--- src/rtl/return_stack_pkg.sv ---
//------------------------------------------------------------------------------
// Module   : return_stack_pkg
// Brief    : Shared defaults and {push,pop} operation encoding for return_stack.
// Revision : 1.0 - initial release
//------------------------------------------------------------------------------
`default_nettype none

package return_stack_pkg;

    localparam int RS_WIDTH_DEFAULT = 16;
    localparam int RS_DEPTH_DEFAULT = 8;

    typedef enum logic [1:0] {
        OP_IDLE = 2'b00,
        OP_POP  = 2'b01,
        OP_PUSH = 2'b10,
        OP_REPL = 2'b11
    } rs_op_e;

endpackage : return_stack_pkg

`default_nettype wire

--- src/rtl/return_stack_if.sv ---
//------------------------------------------------------------------------------
// Module   : return_stack_if
// Brief    : Call/return handshake between the control decoder and return_stack.
// Revision : 1.0 - initial release
//------------------------------------------------------------------------------
`default_nettype none

interface return_stack_if #(
    parameter int WIDTH = 16
);
    logic             push;
    logic             pop;
    logic [WIDTH-1:0] push_data;
    logic [WIDTH-1:0] out;
    logic             load;
    logic             empty;
    logic             full;
    logic             error;

    modport master (
        output push, pop, push_data,
        input  out, load, empty, full, error
    );

    modport slave (
        input  push, pop, push_data,
        output out, load, empty, full, error
    );
endinterface : return_stack_if

`default_nettype wire

--- src/rtl/return_stack_regfile.sv ---
//------------------------------------------------------------------------------
// Module   : rs_regfile
// Brief    : DEPTH x WIDTH storage, one synchronous write port, one async read.
// Revision : 1.0 - initial release
//------------------------------------------------------------------------------
`default_nettype none

module rs_regfile #(
    parameter int WIDTH = 16,
    parameter int DEPTH = 8,
    parameter int PTR_W = 3
) (
    input  logic             clk,
    input  logic             we,
    input  logic [PTR_W-1:0] waddr,
    input  logic [WIDTH-1:0] wdata,
    input  logic [PTR_W-1:0] raddr,
    output logic [WIDTH-1:0] rdata
);

    // Contents are don't-care after reset, so the array carries no reset.
    logic [WIDTH-1:0] r_mem [DEPTH];

    always_ff @(posedge clk) begin
        if (we) begin
            r_mem[waddr] <= wdata;
        end
    end

    assign rdata = r_mem[raddr];

endmodule : rs_regfile

`default_nettype wire

--- src/rtl/return_stack.sv ---
//------------------------------------------------------------------------------
// Module   : return_stack
// Brief    : Hardware return-address stack feeding the program counter load port.
//            Build option RS_WRAP_EN: push while full overwrites the oldest entry.
// Revision : 1.0 - initial release
//------------------------------------------------------------------------------
`default_nettype none

module return_stack
    import return_stack_pkg::*;
#(
    parameter int WIDTH = RS_WIDTH_DEFAULT,
    parameter int DEPTH = RS_DEPTH_DEFAULT,
    parameter int PTR_W = $clog2(DEPTH)
) (
    input  logic          clk,
    input  logic          reset,
    return_stack_if.slave bus
);

    localparam logic [PTR_W:0] C_COUNT_MAX = (PTR_W+1)'(DEPTH);

    logic [PTR_W-1:0] r_tp;
    logic [PTR_W:0]   r_count;
    logic             r_error;
    logic [WIDTH-1:0] r_out;
    logic             r_load;

    logic [PTR_W-1:0] w_tp_nxt;
    logic [PTR_W:0]   w_count_nxt;
    logic             w_error_nxt;
    logic [WIDTH-1:0] w_out_nxt;
    logic             w_load_nxt;
    logic             w_we;
    logic [PTR_W-1:0] w_waddr;
    logic [PTR_W-1:0] w_top;
    logic [WIDTH-1:0] w_top_data;
    logic             w_empty;
    logic             w_full;
    rs_op_e           w_op;

    assign w_top   = r_tp - PTR_W'(1);
    assign w_empty = (r_count == '0);
    assign w_full  = (r_count == C_COUNT_MAX);
    assign w_op    = rs_op_e'({bus.push, bus.pop});

    rs_regfile #(
        .WIDTH (WIDTH),
        .DEPTH (DEPTH),
        .PTR_W (PTR_W)
    ) u_regfile (
        .clk   (clk),
        .we    (w_we),
        .waddr (w_waddr),
        .wdata (bus.push_data),
        .raddr (w_top),
        .rdata (w_top_data)
    );

    always_comb begin
        w_tp_nxt    = r_tp;
        w_count_nxt = r_count;
        w_error_nxt = r_error;
        w_out_nxt   = r_out;
        w_load_nxt  = 1'b0;
        w_we        = 1'b0;
        w_waddr     = r_tp;

        case (w_op)
            OP_PUSH: begin
                if (!w_full) begin
                    w_we        = 1'b1;
                    w_tp_nxt    = r_tp + PTR_W'(1);
                    w_count_nxt = r_count + (PTR_W+1)'(1);
                end else begin
`ifdef RS_WRAP_EN
                    // Next free slot is the oldest entry once the ring is full.
                    w_we     = 1'b1;
                    w_tp_nxt = r_tp + PTR_W'(1);
`else
                    w_error_nxt = 1'b1;
`endif
                end
            end
            OP_POP: begin
                if (!w_empty) begin
                    w_out_nxt   = w_top_data;
                    w_load_nxt  = 1'b1;
                    w_tp_nxt    = w_top;
                    w_count_nxt = r_count - (PTR_W+1)'(1);
                end else begin
                    w_error_nxt = 1'b1;
                end
            end
            OP_REPL: begin
                if (!w_empty) begin
                    // Old top is read and replaced in place on the same edge.
                    w_out_nxt  = w_top_data;
                    w_load_nxt = 1'b1;
                    w_we       = 1'b1;
                    w_waddr    = w_top;
                end else begin
                    // Empty stack cannot be full (DEPTH >= 2): plain push plus underflow.
                    w_we        = 1'b1;
                    w_tp_nxt    = r_tp + PTR_W'(1);
                    w_count_nxt = r_count + (PTR_W+1)'(1);
                    w_error_nxt = 1'b1;
                end
            end
            default: begin
                w_load_nxt = 1'b0;
            end
        endcase
    end

    always_ff @(posedge clk or negedge reset) begin
        if (!reset) begin
            r_tp    <= '0;
            r_count <= '0;
            r_error <= 1'b0;
            r_out   <= '0;
            r_load  <= 1'b0;
        end else begin
            r_tp    <= w_tp_nxt;
            r_count <= w_count_nxt;
            r_error <= w_error_nxt;
            r_out   <= w_out_nxt;
            r_load  <= w_load_nxt;
        end
    end

    assign bus.out   = r_out;
    assign bus.load  = r_load;
    assign bus.empty = w_empty;
    assign bus.full  = w_full;
    assign bus.error = r_error;

endmodule : return_stack

`default_nettype wire

--- src/flat_wrapper.sv ---
// flat-port wrapper written by rule: the top's interface ports become plain ports
module return_stack_flat import return_stack_pkg::*;
#(
    parameter int WIDTH = RS_WIDTH_DEFAULT,
    parameter int DEPTH = RS_DEPTH_DEFAULT,
    parameter int PTR_W = $clog2(DEPTH)
)
  (clk, reset, bus_push, bus_pop, bus_push_data, bus_out, bus_load, bus_empty, bus_full, bus_error);
  return_stack_if #(.WIDTH(WIDTH)) bus_i ();
  input  logic clk;
  input  logic reset;
  input wire logic [$bits(bus_i.push)-1:0] bus_push;
  input wire logic [$bits(bus_i.pop)-1:0] bus_pop;
  input wire logic [$bits(bus_i.push_data)-1:0] bus_push_data;
  output wire logic [$bits(bus_i.out)-1:0] bus_out;
  output wire logic [$bits(bus_i.load)-1:0] bus_load;
  output wire logic [$bits(bus_i.empty)-1:0] bus_empty;
  output wire logic [$bits(bus_i.full)-1:0] bus_full;
  output wire logic [$bits(bus_i.error)-1:0] bus_error;
  assign bus_i.push = bus_push;
  assign bus_i.pop = bus_pop;
  assign bus_i.push_data = bus_push_data;
  assign bus_out = bus_i.out;
  assign bus_load = bus_i.load;
  assign bus_empty = bus_i.empty;
  assign bus_full = bus_i.full;
  assign bus_error = bus_i.error;
  return_stack #(.WIDTH(WIDTH), .DEPTH(DEPTH), .PTR_W(PTR_W)) u_core (.clk(clk), .reset(reset), .bus(bus_i));
endmodule
--- config.mk ---
export PLATFORM = sky130hd
export DESIGN_NAME = return_stack_flat
export DESIGN_NICKNAME = d
export VERILOG_FILES = /design/src/rtl/return_stack_pkg.sv /design/src/rtl/return_stack_if.sv /design/src/rtl/return_stack_regfile.sv /design/src/rtl/return_stack.sv /design/src/flat_wrapper.sv
export SDC_FILE = /design/constraint.sdc
export NUM_CORES = 1
export LEC_CHECK = 0
export BUFFER_PORTS_ARGS = -buffer_cell sky130_fd_sc_hd__clkbuf_2
export CORE_MARGIN = 2
export CORE_UTILIZATION = 32
export CTS_BUF_LIST = sky130_fd_sc_hd__clkbuf_4
export CTS_CLUSTER_DIAMETER = 40
export DETAILED_ROUTE_END_ITERATION = 10
export PLACE_DENSITY_LB_ADDON = 0.15
export SLEW_MARGIN = 20
export SYNTH_ARGS = -nofsm -noshare
export SYNTH_HDL_FRONTEND = slang
export SYNTH_SLANG_ARGS = --single-unit
--- constraint.sdc ---
create_clock -name clk -period 3.8 [get_ports clk]
set_clock_uncertainty 0.1 [all_clocks]
set_input_delay 0.19 -clock clk [delete_from_list [all_inputs] [get_ports clk]]
set_output_delay 0.19 -clock clk [all_outputs]
set_load 0.1 [all_outputs]
* After elaboration in Yosys (flattened, before gate mapping) *
Memories as Yosys holds them, arrays and structs flattened. A register that Yosys moved wholly into a read port is not among the register bits.
Index checks and enable logic that the tools add are counted.

word-level totals
  register bits = 9
  bits in writable memories = 128
  bits of input ports = 20
  output and inout bits = 20
  word-level logic and storage cells = 46
  memories = 1

cells by class
  add/subtract/negate cells = 4
  equality and inequality tests = 9
  muxes and demuxes = 18
  bitwise operators = 1
  reduce and logical (&&, ||, !) cells = 9

memories
  name                    depth  width  rd ports  clocked after memory_dff  wr ports  line                        RTL
  u_core.u_regfile.r_mem  8      16     1         1                         1         return_stack_regfile.sv:22  logic [WIDTH-1:0] r_mem [DEPTH];

operators with widths
  kind                                               count
  two-way mux 3 bit                                  4
  two-way mux 4 bit                                  3
  one-hot mux 4 bit (3 select lines)                 1
  one-hot mux 3 bit (3 select lines)                 1
  != test 2 bit (second input constant)              4
  two-way mux 1 bit                                  7
  AND reduction 3 bit                                2
  adder 4 x 1 -> 4 bit (second input constant)       1
  == test 2 bit (second input constant)              2
  == test 4 bit (second input constant)              1
  zero test 4 bit                                    1
  one-hot mux 1 bit (2 select lines)                 2
  AND reduction 4 bit                                1
  subtractor 4 x 1 -> 4 bit (second input constant)  1
  adder 3 x 1 -> 3 bit (second input constant)       1
  nonzero test 3 bit                                 1
  subtractor 3 x 1 -> 3 bit (second input constant)  1
  == test 2 x 1 -> 1 bit (second input constant)     1
  != test 2 x 1 -> 1 bit (second input constant)     1
  AND reduction 2 bit                                1
  nonzero test 2 bit                                 1
  OR reduction 2 bit                                 1
  zero test 1 bit                                    1
  inverter 1 bit                                     1

* Longest topological paths before layout *
  word-level depth = 5
  gate-level depth with buffers = 8
  depth with buffers taken out = 6

* Hierarchy *
Synthesis repeated with hierarchy kept, for this count alone.

second synthesis, totals
  cells, all modules = 296
  area, all modules = 6214.7 µm²

modules (own cells, without submodules)
  module        instances  cells each  area an instance (µm²)  seq. area each (µm²)
  rs_regfile    1          198         4973.5                  3843.7
  return_stack  1          98          1241.2                  625.6

* Worst setup path before layout *
OpenSTA, ideal clock, no wires.

  path kind = register to register
  start point = register u_core.r_tp[1]
  end point = memory u_core.u_regfile.r_mem[4][0] (enable)
  setup time = 388 ps
  data arrival time = 2400 ps
  data required time = 3312 ps
  path slack = 911 ps
  cell stages (with the launch flop) = 9
  path buffers = 3
  clock period less this slack = 2889 ps
  cells stage by stage = dfrtp_1 > clkbuf_1 > inv_1 > ha_1 > clkbuf_1 > clkbuf_1 > and4_1 > a31oi_1 > nor2_1

on the way
  word-level cells in the longest chain between the ends = 3

ends and longest elaborated chain
  what                       line                        RTL
  start, declared            return_stack.sv:23          logic [PTR_W-1:0] r_tp;
  start signal, assigned     return_stack.sv:124         r_tp <= w_tp_nxt;
  subtractor 3 x 1 -> 3 bit  return_stack.sv:42          assign w_top = r_tp - PTR_W'(1);
  two-way mux 3 bit          -
  two-way mux 3 bit *        return_stack.sv:69          case (w_op)
  end, declared              return_stack_regfile.sv:22

Every way passes the cells marked *; elsewhere a longest branch is shown, timed or not.

* Worst setup path after layout *
  start point = register u_core.r_tp[1]
  end point = register u_core.r_out[2] (netlist: u_core.bus.out[2])

on the way
  word-level cells in the longest chain between the ends = 1

ends and longest elaborated chain
  what                       line                 RTL
  subtractor 3 x 1 -> 3 bit  return_stack.sv:42
  end signal, assigned       return_stack.sv:127  r_out <= w_out_nxt;
  end, declared              return_stack.sv:26   logic [WIDTH-1:0] r_out;

Every way passes these cells.
A chain may end at the register's enable or synchronous reset.

==> results_dict.tcl <==
set metrics [dict create \
    nNetsFinal 468 \
    die_x_um 143 \
    yosys.area.top_type "edfxtp_1" \
    yosysSeqAreaShare_pct 72.4 \
    path_cells "inv_1, ha_2, buf_12, mux2_2, o22ai_1, o31ai_1" \
    crit_arrival_ns 2.96 \
    worstSetupPathType "flop to flop" \
    finalHoldViolations 0 \
    synth_area_sq_mm 0.00618 \
    maxCapViolations 0 \
    ys_types 36 \
    dr.pass1.iters 4 \
    maxSlewHeadroom_pct 47.8 \
    reg2reg_depth 6 \
    vias 3515 \
    synth_top_area_share_pct 62.2 \
    worst_slew_pin_slew_ns 0.783 \
    htreeDepth 4 \
    routedWlPerCell_um 19.9 \
    endpoint_kind "flop" \
    finalSetupViolations 0 \
    ctsResizeCount 0 \
    syn_avg_cell_area_sq_um 16.2 \
    yosysMostFrequentCell "edfxtp_1" \
    synth_warnings 0 \
    required_ns 4.12 \
    crit_path_start_kind "flop" \
    io_buffer_count 39 \
    cts_buffers 17 \
    cts_tree "yes" \
    r2r_start "u_core.r_tp[1]" \
    synthTopCellsByCount "128 x edfxtp_1, 65 x mux2_2, 33 x o22ai_1" \
    fin_crit_sh_pct 69.4 \
    cts_max_path_buffers 2 \
    max_stage_delay_ns 0.68 \
    synthArstFlopShare_pct 16.3 \
    r2r_end "u_core.bus.out[2]" \
    grt_pass1_vias 3511 \
    area_delta_synth_final_pct 15.8 \
    post_drt_via_cell_ratio 4.89 \
    root_buffer "clkbuf_4" \
    rsz0062_at_grt "false" \
    coreArea_sq_mm 0.0188 \
    dp_hpwl_um 8980 \
    overflow 0 \
    route.detailed.drc 0 \
    ys_top_cells_by_area "edfxtp_1 62%, mux2_2 12%, dfrtp_1 10%, o22ai_1 3.3%, o31ai_1 1.9%" \
    cts_sinks 153 \
    run_status "finished clean" \
    grt_max_degree 39 \
    synth_cells 382 \
    final.fill_count 1797 \
    layout_min_cycle_time_ns 2.64 \
    regToRegSetupSlack_ns 1.16 \
    antenna_found_initial 1 \
    path_clk_slew_ns 0.12 \
    setup-tns-final_ns 0 \
    synthFlopType "edfxtp_1" \
    placementRows 50 \
    ant_nets 0 \
    crit_fanout 38 \
    synth-seq-cells 153 \
    cpMaxStageDelayCell "ha_2" \
    grt_pass1_wl_um 22000 \
    final-max-slew-violation-count 0 \
    syn-num-nets 405 \
    min_path_type "input pin to async pin" \
    fmax_mhz 379 \
    die-area_sq_mm 0.0204 \
    grt.total_usage_pct 14.9 \
    drt-total-wl_um 14300 \
    io_pins 40 \
    synth-edff-count 128 \
    gp_congestion 0.729 \
    die_y_um 143 \
    layout-drive-gt1-share_pct 33.8 \
    insertion_delay_ns 0.54 \
    drtIter0Drc 266 \
    start_util_pct 32.8 \
]
stage by stage:
step                      hold WS [ns]  utilization [%]  worst slack, ns  cells  cell area, sq um
after global routing             0.135             38.0            0.935    719              7150
after CTS                       0.0796             38.0             1.09    718              7150
after global placement           0.219             35.6             1.19    668              6710
after detailed placement         0.221             35.6             1.14    668              6710
after floorplan                 -0.206                -            0.911    382              6180
final                            0.128             38.0             1.16    719              7150
sequential cells by signal, indices dropped and copies added (netlist names):
signal                  flops
u_core.bus.error            1
u_core.bus.load             1
u_core.bus.out             16
u_core.r_count              4
u_core.r_tp                 3
u_core.u_regfile.r_mem    128
worst max path at each step:
stage | slack [ns] | startpoint | endpoint | depth (start not counted)
after floorplan | 0.91 | u_core.r_tp[1] | u_core.u_regfile.r_mem[4][0] | 8
after global placement | 1.19 | u_core.r_tp[1] | u_core.bus.out[2] | 6
after detailed placement | 1.14 | u_core.r_tp[1] | u_core.bus.out[2] | 6
after CTS | 1.09 | u_core.r_count[0] | bus_empty | 3
after global routing | 0.94 | u_core.r_tp[1] | u_core.bus.out[2] | 6
final | 1.16 | u_core.r_tp[1] | u_core.bus.out[2] | 6
critical path: cells and delay by family (launching register included):
kind | cells | cell delay, ns
buffers and inverters | 2 | 0.45
AOI/OAI and AO/OA | 2 | 0.37
DFF | 1 | 0.52
muxes | 1 | 0.37
adders and majority gates | 1 | 0.68
placed cells by master (no fill, tap or decap), types with 2 or more instances in the layout:
cell / count
edfxtp_1: 128
mux2_2: 65
clkbuf_2: 39
o22ai_1: 33
nand2_1: 27
dfrtp_1: 25
dlygate4sd3_1: 18
clkbuf_4: 17
o31ai_1: 16
buf_4: 11
nor2_2: 8
nor2_1: 5
inv_1: 5
xnor2_1: 5
a31oi_1: 5
clkinv_2: 5
xor2_1: 4
nor4_1: 4
clkinv_1: 4
nor3_1: 2
mux2i_1: 2
a21oi_1: 2
o21ai_0: 2
ha_1: 2
clkinv_4: 2
bufinv_16: 2
layer usage:
metal / GRT usage, % / routed length (um) / vias to the layer above
met5: 0 / 0 / -
met4: 5.42 / 179 / 0
met3: 3.25 / 559 / 14
met2: 21.4 / 6350 / 87
met1: 22.2 / 7260 / 1796
li1: - / - / 1618
final cells by class:
class	instances	area (sq um)	area share, %
antenna	1	2.50	0.0350
clock buffer	17	128	1.78
clock inverter	15	134	1.87
inverter	6	22.5	0.315
multi-input combinational	198	1590	22.3
sequential	153	4470	62.5
tap	260	325	4.55
timing repair buffer	69	478	6.68
cells by family (layout without fill, tap and decap cells):
kind of cell	after synthesis	count (layout)	synth area share (%)
other cells	0	1	0
buf+inv	31	107	2.25
fa+ha+maj	3	3	0.608
xor+xnor	9	9	1.28
compound gates	68	68	7.76
mux	67	67	12.2
flops	153	153	72.4
simple gates	51	51	3.59
repair_timing:
item                      4_1_cts  5_1_grt
hold buffers                   18        0
buffers inserted                0        0
hold endpoints to repair      155        0
Power is not shown: default switching activity piles up to over one toggle a cycle in this logic, so the estimate is an artifact.
